File: src/rtl/mux_arbiter2_pkg.sv
// Shared definitions for the two-channel round-robin packet arbiter.
package mux_arb_pkg;

    // Default width of the forwarded data word.
    localparam int DEFAULT_DATA_W = 8;

    // Arbiter FSM encoding.
    typedef enum logic [1:0] {
        IDLE    = 2'd0,
        GRANT_A = 2'd1,
        GRANT_B = 2'd2
    } state_e;

    // Grant identifiers, shared by last_grant and the mux select.
    localparam logic GRANT_IS_A = 1'b0;
    localparam logic GRANT_IS_B = 1'b1;

    // Round-robin pick from IDLE: a lone requester wins outright, and on
    // contention the channel that did not own the previous packet wins.
    function automatic state_e rr_pick(input logic a_req, input logic b_req,
                                       input logic last_grant);
        state_e pick;
        pick = IDLE;
        if (a_req && b_req) begin
            pick = (last_grant == GRANT_IS_A) ? GRANT_B : GRANT_A;
        end else if (a_req) begin
            pick = GRANT_A;
        end else if (b_req) begin
            pick = GRANT_B;
        end
        return pick;
    endfunction

endpackage

File: src/rtl/mux_arbiter2_if.sv
// Bundle of the two input packet channels, the output stream and the
// arbiter status signals.
//
// Handshake: a word moves across a channel on a rising edge where both
// valid and ready are high. The sender holds valid/data/last steady until
// that edge; ready may depend combinationally on the receiver's state but
// never on the sender's valid of the same cycle.
interface mux_arbiter2_if
    import mux_arb_pkg::*;
#(
    parameter int DATA_W = DEFAULT_DATA_W
) ();

    logic              a_valid;
    logic [DATA_W-1:0] a_data;
    logic              a_last;
    logic              a_ready;

    logic              b_valid;
    logic [DATA_W-1:0] b_data;
    logic              b_last;
    logic              b_ready;

    logic              out_valid;
    logic [DATA_W-1:0] out_data;
    logic              out_last;
    logic              out_ready;

    logic              sel;
    logic              busy;

    // Arbiter side.
    modport slave (
        input  a_valid, a_data, a_last,
        input  b_valid, b_data, b_last,
        input  out_ready,
        output a_ready, b_ready,
        output out_valid, out_data, out_last,
        output sel, busy
    );

    // Traffic source / sink side.
    modport master (
        output a_valid, a_data, a_last,
        output b_valid, b_data, b_last,
        output out_ready,
        input  a_ready, b_ready,
        input  out_valid, out_data, out_last,
        input  sel, busy
    );

endinterface

File: src/rtl/mux_arbiter2_mux2_w.sv
// Word-wide 2:1 mux carrying data plus the last flag; sel_i=1 picks b.
module mux2_w
    import mux_arb_pkg::*;
#(
    parameter int DATA_W = DEFAULT_DATA_W
) (
    input  logic [DATA_W-1:0] a_data_i,
    input  logic              a_last_i,
    input  logic [DATA_W-1:0] b_data_i,
    input  logic              b_last_i,
    input  logic              sel_i,
    output logic [DATA_W-1:0] y_data_o,
    output logic              y_last_o
);

    // Pure selection, no storage.
    always_comb begin
        y_data_o = a_data_i;
        y_last_o = a_last_i;
        if (sel_i == GRANT_IS_B) begin
            y_data_o = b_data_i;
            y_last_o = b_last_i;
        end
    end

endmodule

File: src/rtl/mux_arbiter2.sv
// Two-channel round-robin packet arbiter with a one-word registered output.
// The grant is chosen in an IDLE cycle, then locked to one channel until
// that channel's last word is transferred.
module mux_arbiter2
    import mux_arb_pkg::*;
#(
    parameter int DATA_W = DEFAULT_DATA_W
) (
    input  logic                clk,
    input  logic                rst,
    mux_arbiter2_if.slave       bus,
    output logic [1:0]          state_o
);

    state_e            state_q, state_d;
    logic              last_grant_q, last_grant_d;
    logic              sel_q, sel_d;
    logic              out_valid_q, out_valid_d;
    logic [DATA_W-1:0] out_data_q, out_data_d;
    logic              out_last_q, out_last_d;

    logic              slot_free;
    logic              a_ready;
    logic              b_ready;
    logic              xfer;
    logic [DATA_W-1:0] mux_data;
    logic              mux_last;

    // The output register can take a word when empty or being drained now.
    assign slot_free = !out_valid_q || bus.out_ready;

    // sel_q tracks the grant, so in a GRANT state the mux already points
    // at the owning channel.
    mux2_w #(.DATA_W(DATA_W)) u_mux (
        .a_data_i (bus.a_data),
        .a_last_i (bus.a_last),
        .b_data_i (bus.b_data),
        .b_last_i (bus.b_last),
        .sel_i    (sel_q),
        .y_data_o (mux_data),
        .y_last_o (mux_last)
    );

    // Next-state, ready generation and grant bookkeeping.
    always_comb begin
        state_d      = state_q;
        last_grant_d = last_grant_q;
        sel_d        = sel_q;
        a_ready      = 1'b0;
        b_ready      = 1'b0;
        xfer         = 1'b0;
        unique case (state_q)
            IDLE: begin
                state_d = rr_pick(bus.a_valid, bus.b_valid, last_grant_q);
            end
            GRANT_A: begin
                a_ready = slot_free;
                xfer    = bus.a_valid && slot_free;
                if (xfer && bus.a_last) begin
                    state_d      = IDLE;
                    last_grant_d = GRANT_IS_A;
                end
            end
            GRANT_B: begin
                b_ready = slot_free;
                xfer    = bus.b_valid && slot_free;
                if (xfer && bus.b_last) begin
                    state_d      = IDLE;
                    last_grant_d = GRANT_IS_B;
                end
            end
            default: begin
                state_d = IDLE;
            end
        endcase
        // sel follows the grant and keeps its value through IDLE.
        case (state_d)
            GRANT_A: sel_d = GRANT_IS_A;
            GRANT_B: sel_d = GRANT_IS_B;
            default: sel_d = sel_q;
        endcase
    end

    // Output register: load on transfer, otherwise drain or hold.
    always_comb begin
        out_valid_d = out_valid_q;
        out_data_d  = out_data_q;
        out_last_d  = out_last_q;
        if (xfer) begin
            out_valid_d = 1'b1;
            out_data_d  = mux_data;
            out_last_d  = mux_last;
        end else if (bus.out_ready) begin
            out_valid_d = 1'b0;
        end
    end

    // State and output registers; reset abandons any open packet.
    always_ff @(posedge clk) begin
        if (rst) begin
            state_q      <= IDLE;
            last_grant_q <= GRANT_IS_B;
            sel_q        <= GRANT_IS_A;
            out_valid_q  <= 1'b0;
            out_data_q   <= '0;
            out_last_q   <= 1'b0;
        end else begin
            state_q      <= state_d;
            last_grant_q <= last_grant_d;
            sel_q        <= sel_d;
            out_valid_q  <= out_valid_d;
            out_data_q   <= out_data_d;
            out_last_q   <= out_last_d;
        end
    end

    assign bus.a_ready   = a_ready;
    assign bus.b_ready   = b_ready;
    assign bus.out_valid = out_valid_q;
    assign bus.out_data  = out_data_q;
    assign bus.out_last  = out_last_q;
    assign bus.sel       = sel_q;
    assign bus.busy      = (state_q != IDLE);
    assign state_o       = state_q;

endmodule

File: src/flat_wrapper.sv
// flat-port wrapper written by rule: the top's interface ports become plain ports
module mux_arbiter2_flat import mux_arb_pkg::*;
#(
    parameter int DATA_W = DEFAULT_DATA_W
)
  (clk, rst, state_o, bus_a_valid, bus_a_data, bus_a_last, bus_b_valid, bus_b_data, bus_b_last, bus_out_ready, bus_a_ready, bus_b_ready, bus_out_valid, bus_out_data, bus_out_last, bus_sel, bus_busy);
  mux_arbiter2_if #(.DATA_W(DATA_W)) bus_i ();
  input  logic clk;
  input  logic rst;
  output logic [1:0] state_o;
  input wire logic [$bits(bus_i.a_valid)-1:0] bus_a_valid;
  input wire logic [$bits(bus_i.a_data)-1:0] bus_a_data;
  input wire logic [$bits(bus_i.a_last)-1:0] bus_a_last;
  input wire logic [$bits(bus_i.b_valid)-1:0] bus_b_valid;
  input wire logic [$bits(bus_i.b_data)-1:0] bus_b_data;
  input wire logic [$bits(bus_i.b_last)-1:0] bus_b_last;
  input wire logic [$bits(bus_i.out_ready)-1:0] bus_out_ready;
  output wire logic [$bits(bus_i.a_ready)-1:0] bus_a_ready;
  output wire logic [$bits(bus_i.b_ready)-1:0] bus_b_ready;
  output wire logic [$bits(bus_i.out_valid)-1:0] bus_out_valid;
  output wire logic [$bits(bus_i.out_data)-1:0] bus_out_data;
  output wire logic [$bits(bus_i.out_last)-1:0] bus_out_last;
  output wire logic [$bits(bus_i.sel)-1:0] bus_sel;
  output wire logic [$bits(bus_i.busy)-1:0] bus_busy;
  assign bus_i.a_valid = bus_a_valid;
  assign bus_i.a_data = bus_a_data;
  assign bus_i.a_last = bus_a_last;
  assign bus_i.b_valid = bus_b_valid;
  assign bus_i.b_data = bus_b_data;
  assign bus_i.b_last = bus_b_last;
  assign bus_i.out_ready = bus_out_ready;
  assign bus_a_ready = bus_i.a_ready;
  assign bus_b_ready = bus_i.b_ready;
  assign bus_out_valid = bus_i.out_valid;
  assign bus_out_data = bus_i.out_data;
  assign bus_out_last = bus_i.out_last;
  assign bus_sel = bus_i.sel;
  assign bus_busy = bus_i.busy;
  mux_arbiter2 #(.DATA_W(DATA_W)) u_core (.clk(clk), .rst(rst), .bus(bus_i), .state_o(state_o));
endmodule
File: config.mk
export PLATFORM = sky130hd
export DESIGN_NAME = mux_arbiter2_flat
export DESIGN_NICKNAME = d
export VERILOG_FILES = /design/src/rtl/mux_arbiter2_pkg.sv /design/src/rtl/mux_arbiter2_if.sv /design/src/rtl/mux_arbiter2_mux2_w.sv /design/src/rtl/mux_arbiter2.sv /design/src/flat_wrapper.sv
export SDC_FILE = /design/constraint.sdc
export NUM_CORES = 1
export LEC_CHECK = 0
export BUFFER_PORTS_ARGS = -buffer_cell sky130_fd_sc_hd__buf_4
export CAP_MARGIN = 20
export CORE_MARGIN = 1.5
export CORE_UTILIZATION = 40
export CTS_CLUSTER_DIAMETER = 60
export CTS_CLUSTER_SIZE = 24
export DETAILED_ROUTE_END_ITERATION = 10
export PLACE_DENSITY = 0.73
export SYNTH_ARGS = -nofsm -noshare
export SYNTH_HDL_FRONTEND = slang
export SYNTH_HIERARCHICAL = 1
export SYNTH_SLANG_ARGS = --single-unit
File: constraint.sdc
create_clock -name clk -period 1.73 [get_ports clk]
set_clock_uncertainty 0.05 [all_clocks]
set_input_delay 0 -clock clk [delete_from_list [all_inputs] [get_ports clk]]
set_output_delay 0 -clock clk [all_outputs]
set_load 0.01 [all_outputs]
==> results.cfg <==
[status]
status = complete, but fails checks
violations = negative setup slack

[yosys]
ys_ff_latch = 14
synthCells = 81
synth_area_leaders = dfxtp_1 34%, mux2_4 16%, mux2i_1 12%, ha_1 7.6%, nor2_1 4.6%
syn_nets = 109
synth_most_common_cell = dfxtp_1
netlist_area_sq_um = 820.8
synth_edf_count = 0
ys_types = 24
syn_area_per_cell_sq_um = 10.13
synth_commonest_cells = 14 x dfxtp_1, 10 x mux2i_1, 10 x nor2_1
yosysSeqAreaShare_pct = 34.15
yosys.area.top_type = dfxtp_1
synth-main-ff-cell = dfxtp_1
synth_top_area_share_pct = 34.15
ys_async_sr_fraction_pct = 0
yosysWarnings = 6

[critical_path]
path_class = flop to flop
path_cells = inv_4, ha_4, inv_1, a31oi_4, o21ai_2, a21o_1, ha_4, mux2i_1, nor2_1
crit_slowest_cell = dfxtp_4
startpoint_type = flop
path_max_fanout = 3
cpPeakStageDelay_ns = 0.37
crit_path_end_kind = flop
worstPathRequired_ns = 1.86
cp.arrival_ns = 1.90
crit_top_cell = ha_4
r2r-start = u_core/state_o[0]
startpoint = u_core/state_o[0]

[sta]
hold_viol = 0
setup_tns_ns = -0.04187
period_minus_slack_ns = 1.772
setup_viol = 1
drv_slew = 0
worst_pin_slew_ns = 0.3016
timing.final.ws_setup_ns = -0.04187
slew_headroom_pct = 79.87
fmax_mhz = 564.4
finalCritPeriodShare_pct = 102.4
rsz0062_at_grt = yes

[power_and_ir_drop]
p_leak_nw = 0.6704
irDropWorstVdd_mv = 0.4573
p_per_area_mw_per_mm2 = 616.1

[grt]
use_met1_pct = 19.49
grt_pass1_vias = 750
busiest_layer = met2
grt_max_degree = 15
grt_use_met2_pct = 32.41
grt_usage_pct = 17.88
antenna_found_initial = 0
grtUsageMet3_pct = 4.938
grt_pass1_wl_mm = 3.229
overflow = 0

[placed_design]
gp_congestion = 0.7284
hpwl_mm = 1.371
io_buffers = 38
dp_slack_ns = -0.04473
place_inst = 146

[layout]
layout-drive-gt1-share_pct = 57.69
diodes = 0
area_growth_pct = 60.98
fin_nets = 159
regArea_sq_um = 287.8
multi_input_area_sq_um = 570.5
final_cells = 157
fillers = 159
finish.utilization_pct = 68.04

[clock_tree]
cts_tree = done
clk_pin_slew_worst_paths_ns = 0.08
cts_buffers = 3
clock_path_buffers = 2
h-tree-depth = 1
cts.sinks = 14
clockRootBuffer = clkbuf_4
clk_latency_ns = 0.28

[route]
routed_wirelength_mm = 2.051
drtAntennaViolNets = 0
drtIter0Drc = 16
routedWlPerCell_microns = 13.06
drc = 0
drt-pass1-iter-count = 4
vias = 784
viasPerCell = 4.994

[die]
rows = 16
initial_utilization_pct = 42.27
ios = 39
core_sq_mm = 0.001942
fp.dieW_microns = 48.30
die_area_sq_mm = 0.002333
die_y_microns = 48.30

[run]
max_cap_viol_count = 0

[min_path]
hp-start = bus_a_data[7]
hold_class = input port to flop
==> placed cells by master, fill, tap and decap left out, drive strengths merged <==
cell type	synthesis	layout
dlygate4sd3	0	2
buf	2	46
nand3	2	2
a22o	1	1
nor2	10	10
o21ai	2	2
o211ai	1	1
a21o	1	1
o21bai	1	1
a31oi	3	3
nor3b	1	1
and3	1	1
mux2	9	9
and2	2	2
inv	6	6
a21oi	2	2
ha	5	5
nand2	4	4
a211oi	2	2
mux2i	10	10
dfxtp	14	14
clkbuf	1	4
nand2b	1	1
==> worst paths after layout <==
kind	cells past startpoint	slack, ns	endpoint
max reg2reg	9	-0.04	u_core/bus.sel
min reg2reg	2	0.45	u_core/bus.out_data[7]
max	9	-0.04	u_core/bus.sel
min	4	0.02	u_core/bus.out_data[7]
==> sequential cells by signal (all words and copies together) (netlist names) <==
signal,flops
u_core/state_o,2
u_core/bus.out_last,1
u_core/bus.out_valid,1
u_core/bus.out_data,8
u_core/bus.sel,1
u_core/last_grant_q,1
==> repair_timing <==
item | 4_1_cts | 5_1_grt
resized for setup | 5 | 10
pin swaps | 3 | 3
endpoints found under the hold margin | 14 | 0
hold buffers | 2 | 0
setup buffers | 3 | 2
setup endpoints to repair | 1 | 8
==> power by group <==
group | total (W) | switching [W] | internal [W]
registers | 0.000344 | 0.0000116 | 0.000333
clock network | 0.000230 | 0.000102 | 0.000128
logic | 0.000239 | 0.0000994 | 0.000140
total | 0.000814 | 0.000213 | 0.000601
==> cell families (layout without fill, tap and decap cells) <==
| family | count (synthesis) | count (layout) | synth area share, % |
|---|---|---|---|
| simple gates | 21 | 21 | 13.26 |
| mux | 19 | 19 | 28.66 |
| flops | 14 | 14 | 34.15 |
| compound gates | 13 | 13 | 10.37 |
| buf+inv | 9 | 58 | 5.944 |
| fa+ha+maj | 5 | 5 | 7.622 |
==> stage by stage <==
| step | area, sq um | hold slack (ns) | total power, W |
|---|---|---|---|
| floorplan | 828.3 | 0.01532 | 0.0004611 |
| global placement | 1144 | 0.2421 | 0.0005405 |
| detailed placement | 1144 | 0.2408 | 0.0005454 |
| CTS | 1254 | 0.01734 | 0.0007980 |
| global route | 1321 | 0.02695 | 0.0008639 |
| finish | 1321 | 0.02270 | 0.0008140 |
==> worst max-delay path: cells and delay by family (launching register included) <==
kind	cells	cell delay, ns
AOI/OAI and AO/OA	3	0.49
adders and majority gates	2	0.41
buffers and inverters	2	0.13
DFF	1	0.37
muxes	1	0.17
and+or+nand+nor	1	0.05
==> final cells by class <==
class | count | area share [%]
clock buffers | 4 | 2.746
flip-flops and latches | 14 | 21.78
inverters | 6 | 2.083
multi-input cells | 58 | 43.18
repair buffers | 48 | 27.65
well taps | 27 | 2.557
==> per-layer routing <==
layer | up-vias | share of wire, % | routed length, microns
met4 | 0 | 2.5 | 51
met1 | 360 | 38 | 782
li1 | 381 | - | -
met2 | 37 | 53 | 1079
met5 | - | 0 | 0
met3 | 6 | 6.7 | 138
Note: power is estimated with default switching activity, not from simulation.
